<file path="src/rtl/dcache.sv">
// dcache: direct-mapped data cache, 16-byte lines, hit resolved combinationally.
// Write-through by default; define CACHE_WRITEBACK_EN for write-back with per-line dirty bits.
module dcache #(
  parameter int unsigned LINES = 16
) (
  input  logic         clk,
  input  logic         reset,
  input  logic [31:0]  addr,
  input  logic [31:0]  wdata,
  input  logic         memread,
  input  logic         memwrite,
  output logic [31:0]  rdata,
  output logic         stall,
  output logic [31:0]  mem_addr,
  input  logic [127:0] mem_rdata,
  output logic [127:0] mem_wdata,
  output logic         mem_read,
  output logic         mem_write,
  input  logic         mem_ready
);
  localparam int unsigned IdxW = $clog2(LINES);
  localparam int unsigned TagW = 28 - IdxW;

  localparam logic [1:0] StIdle  = 2'd0;
  localparam logic [1:0] StFill  = 2'd2;
`ifdef CACHE_WRITEBACK_EN
  localparam logic [1:0] StWback = 2'd1;
`else
  localparam logic [1:0] StWthru = 2'd3;
`endif

  logic [1:0]       r_state;
  logic [1:0]       w_state_d;
  logic [127:0]     r_data [LINES];
  logic [TagW-1:0]  r_tag  [LINES];
  logic [LINES-1:0] r_valid;

  logic [IdxW-1:0]  w_idx;
  logic [TagW-1:0]  w_tag;
  logic [1:0]       w_word;
  logic             w_req;
  logic             w_hit;
  logic             w_fill_we;
  logic             w_store_we;
  logic             w_unused;
  logic [127:0]     w_line;
  logic [127:0]     w_store_line;

  assign w_idx    = addr[4 +: IdxW];
  assign w_tag    = addr[31 -: TagW];
  assign w_word   = addr[3:2];
  assign w_unused = ^addr[1:0];
  assign w_req    = memread | memwrite;
  assign w_line   = r_data[w_idx];
  assign w_hit    = w_req & r_valid[w_idx] & (r_tag[w_idx] == w_tag);

  always_comb begin
    w_store_line = w_line;
    w_store_line[{w_word, 5'd0} +: 32] = wdata;
  end

`ifdef CACHE_WRITEBACK_EN
  logic [LINES-1:0] r_dirty;
  logic             w_victim_dirty;
  assign w_victim_dirty = r_valid[w_idx] & r_dirty[w_idx];
`endif

  always_comb begin
    w_state_d  = r_state;
    stall      = 1'b0;
    mem_read   = 1'b0;
    mem_write  = 1'b0;
    mem_addr   = {addr[31:4], 4'd0};
    mem_wdata  = w_line;
    w_fill_we  = 1'b0;
    w_store_we = 1'b0;
    case (r_state)
      StIdle: begin
        if (w_hit) begin
          w_store_we = memwrite;
`ifndef CACHE_WRITEBACK_EN
          // A store is only complete once the updated line has reached memory.
          if (memwrite) begin
            stall     = 1'b1;
            w_state_d = StWthru;
          end
`endif
        end else if (w_req) begin
          stall = 1'b1;
`ifdef CACHE_WRITEBACK_EN
          w_state_d = w_victim_dirty ? StWback : StFill;
`else
          w_state_d = StFill;
`endif
        end
      end
`ifdef CACHE_WRITEBACK_EN
      StWback: begin
        stall     = 1'b1;
        mem_write = 1'b1;
        mem_addr  = {r_tag[w_idx], w_idx, 4'd0};
        if (mem_ready) w_state_d = StFill;
      end
`else
      StWthru: begin
        mem_write = 1'b1;
        stall     = ~mem_ready;
        if (mem_ready) w_state_d = StIdle;
      end
`endif
      StFill: begin
        stall    = 1'b1;
        mem_read = 1'b1;
        if (mem_ready) begin
          w_fill_we = 1'b1;
          w_state_d = StIdle;
        end
      end
      default: w_state_d = StIdle;
    endcase
  end

  assign rdata = (r_state == StIdle && w_hit && !memwrite) ? w_line[{w_word, 5'd0} +: 32]
                                                           : 32'd0;

  always_ff @(posedge clk) begin
    if (reset) begin
      r_state <= StIdle;
      r_valid <= '0;
    end else begin
      r_state <= w_state_d;
      if (w_fill_we) r_valid[w_idx] <= 1'b1;
    end
  end

  // Gated by reset so an aborted transfer never lands in the arrays.
  always_ff @(posedge clk) begin
    if (!reset) begin
      if (w_fill_we) begin
        r_data[w_idx] <= mem_rdata;
        r_tag[w_idx]  <= w_tag;
      end else if (w_store_we) begin
        r_data[w_idx] <= w_store_line;
      end
    end
  end

`ifdef CACHE_WRITEBACK_EN
  always_ff @(posedge clk) begin
    if (reset) begin
      r_dirty <= '0;
    end else if (w_fill_we) begin
      r_dirty[w_idx] <= 1'b0;
    end else if (w_store_we) begin
      r_dirty[w_idx] <= 1'b1;
    end
  end
`endif

endmodule

</file>
<file path="config.mk">
export PLATFORM = sky130hd
export DESIGN_NAME = dcache
export DESIGN_NICKNAME = d
export VERILOG_FILES = /design/src/rtl/dcache.sv
export SDC_FILE = /design/constraint.sdc
export NUM_CORES = 2
export LEC_CHECK = 0
export CAP_MARGIN = 5
export CORE_MARGIN = 3
export CORE_UTILIZATION = 40
export DETAILED_ROUTE_END_ITERATION = 12
export DONT_BUFFER_PORTS = 1
export GPL_TIMING_DRIVEN = 0
export PLACE_DENSITY = 0.63
export SETUP_SLACK_MARGIN = 0.1
export SLEW_MARGIN = 20
export SYNTH_ARGS = -nofsm -noshare
export SYNTH_HDL_FRONTEND = slang
export SYNTH_SLANG_ARGS = --single-unit
</file>
<file path="constraint.sdc">
create_clock -name clk -period 28.2 [get_ports clk]
set_clock_uncertainty 0.15 [all_clocks]
set_input_delay 4.23 -clock clk [delete_from_list [all_inputs] [get_ports clk]]
set_output_delay 4.23 -clock clk [all_outputs]
set_load 0.02 [all_outputs]
</file>
==> impl_metrics.csv <==
group,metric,value,unit
grt,track_usage,24.7,%
synthesis,ys_async_sr_fraction,0,%
setup_path,crit_path_end_kind,"output pin",
cts,cts.clk_slew.worst_paths,0.07,ns
finish,fillers,19700,
cts,cts-buffers-inserted,230,
synthesis,synth.avg_cell_area,22.3,µm²
synthesis,yosysWarnings,0,
grt,antenna_found_initial,100,
cts,htree_num_levels,4,
floorplanning,start_util,40.4,%
synthesis,synth.distinct_cells,68,
cts,insertion_delay,0.91,ns
cts,clock_sinks,2450,
timing,rsz0062_at_grt,"false",
setup_path,cp.required,23.82,ns
floorplanning,die_area,250000,µm²
finish,drive_gt1_share,33.3,%
routing,wl,313,mm
cts,cts_root_buf,"clkbuf_16",
routing,vias,50900,
timing,hold_viol_final,0,
cts,ctsResizeCount,0,
synthesis,synth_seq_cells,2450,
power,ir_drop,0.0000586,V
timing,setup_viol,0,
finish,layout.nets,5080,
timing,max_freq,0.0686,GHz
synthesis,synth_edf_count,2432,
grt,grt_overflow,0,
synthesis,synthCells,4372,
synthesis,netlist_area,97700,µm²
routing,wire_per_inst,37.6,µm
setup_path,critPathLaunchType,"input port",
timing,tightest_slew,1.28,ns
placement,dp.cells,7831,
finish,area_growth,16.1,%
placement,io_buffers,0,
timing,finalSetupTns,0,ns
cts,cts_tree,"built",
grt,grt_pass1_vias,49200,
setup_path,crit_path_frequent_cell,"buf_2",
floorplanning,dieHeight,500,µm
placement,dpl.hpwl,225,mm
power,leakage,0.0359,µW
timing,slew_viol_final,0,
setup_path,cp_max_fo,10,
setup_path,crit_chain,"buf_2 > buf_2 > buf_4 > buf_2 > buf_2 > mux2i_1 > xor2_1 > nand4_1 > o22ai_1 > and3_1 > nand4_1 > clkbuf_1 > nor2b_1",
power,power,7660,µW
routing,first_iter_violations,7558,
setup_path,path_buf_inv,6,
cts,cts_buffer_depth,3,
cts,holdBufCountCts,0,
min_path,hold_path_class,"flip-flop to flip-flop",
cts,postCtsSetupBuffers,0,
placement,gp_congestion,0.877,
synthesis,ys_seq_area_share,75.1,%
timing,fin_crit,14.57,ns
grt,grt_max_degree,24,
floorplanning,num_rows,180,
finish,fin_cells,8346,
routing,remaining_drc_errors,0,
setup_path,worstSetupPathType,"input port to output pin",
routing,ant_nets,0,
run_status,status,"finished clean",
timing,relSlewSlack,14.5,%
setup_path,crit_slowest_cell,"nor2b_1",
setup_path,cpLargestDelayFamily,"buffers and inverters",
synthesis,synth-main-ff-cell,"edfxtp_1",
floorplanning,num_io_pins,392,
setup_path,max_stage_delay,1.04,ns
floorplanning,die_w,500,µm
grt,grt_first_pass_wirelength,423,mm
flow_run,cap_viol_max_count,0,
routing,vias_per_cell,6.09,
setup_path,cp.arrival,10.19,ns
timing,timing.final.crit_share,51.7,%
routing,drt_first_pass_iters,6,
power,power-per-cell-area,67.5,nW/µm²
floorplanning,coreArea,242000,µm²
## worst register-to-register path: stages (launching register included)
cell and delay [ns]:
edfxtp_1 0.35, mux4_2 0.49, a22o_1 0.26, a221oi_2 0.19, xor2_1 0.33, or4b_1 0.49, nor4b_2 0.32, nand4_2 0.70
buf_6 0.53, buf_6 0.26, a211oi_4 0.75, buf_8 0.24, buf_6 0.21, buf_8 0.18, buf_8 0.18, buf_6 0.22
buf_6 0.22
## sequential cells by signal, summed over array words and instances, names as in the netlist
name,flops
r_data,2048
r_tag,384
r_state,2
r_valid,16
## placed cells by master (no fill, tap or decap), types with 33 or more instances in the layout
cell and n:
buf_4 44, buf_8 78, nand2_1 158, mux2i_1 57, clkinv_1 67, mux4_2 756, o21ai_0 128, clkbuf_16 231
edfxtp_1 2432, clkbuf_1 125, mux2_2 93, diode_2 88, inv_1 148, buf_6 183, mux2_4 43, clkinv_2 33
buf_2 91, nor2b_1 43
## through the flow
| step | hold slack [ns] | worst slack [ns] | utilization (%) | instance area, µm² |
|---|---|---|---|---|
| 2_1_floorplan | 0.299 | 11.37 | - | 97700 |
| 3_3_place_gp | 0.308 | -4.89 | 42.1 | 102000 |
| 3_5_place_dp | 0.316 | 13.59 | 43.7 | 106000 |
| 4_1_cts | 0.325 | 13.59 | 46.9 | 113000 |
| 5_1_grt | 0.337 | 13.58 | 46.9 | 113000 |
| 6_report | 0.327 | 13.63 | 46.9 | 113000 |
## synthesized netlist by cell type (18+ instances only)
master    instances  share of area (%)
mux2i_1          57               0.58
o21ai_0         130               0.67
buf_1            35               0.13
mux2_2           93                1.1
o22ai_1          20               0.13
edfxtp_1       2432                 75
mux4_2          756                 17
xor2_1           21               0.19
buf_2            77               0.39
clkbuf_1        103               0.40
nor2b_1          43               0.28
mux2_4           43               0.66
nand2_1         158               0.61
nor2_1           27               0.10
inv_1           148               0.57
dfxtp_1          18               0.37
buf_4            44               0.34
## layer usage
layer	part of all wire, %	GRT usage (%)	up-vias	routed length (µm)
met2	47	38.2	3470	146000
met3	12	7.67	656	37000
li1	-	-	19500	-
met4	6.2	13.5	24	19500
met5	0.054	0	-	168
met1	35	31.3	27300	110000
## cell families after synthesis
kind of cell,share of synthesized area [%]
adders and majority gates,0.0640
muxes,19.8
AOI/OAI and AO/OA,1.34
xor gates and xnor gates,0.287
other,0.00384
and+or+nand+nor,1.49
DFF,75.1
buffers and inverters,1.95
## path summary, 6_finish.rpt
kind	slack, ns	cells past startpoint	to	startpoint
max reg2reg	21.81	16	r_data[4][80]	r_tag[15][5]
min reg2reg	0.33	2	r_valid[5]	r_valid[5]
min	0.33	2	r_valid[5]	r_valid[5]
max	13.63	13	rdata[8]	addr[4]
## power breakdown
group	leakage, µW	switching [µW]	internal (µW)	total [µW]
sequential	0.0220	3.20	4020	4020
combinational	0.0103	342	169	511
clock	0.00366	1380	1740	3130
## layout make-up
cell class / instances / area (µm²) / share of cell area, %
flip-flops and latches: 2450 / 73400 / 64.7
multi-input cells: 1506 / 22700 / 20.0
clock buffers: 280 / 6040 / 5.33
well taps: 3185 / 3990 / 3.51
repair buffers: 271 / 3620 / 3.19
clock inverters: 147 / 1500 / 1.32
plain buffers: 268 / 1380 / 1.22
inverters: 151 / 567 / 0.500
diodes: 88 / 220 / 0.194
No activity file was read; power rests on OpenSTA's default activity.
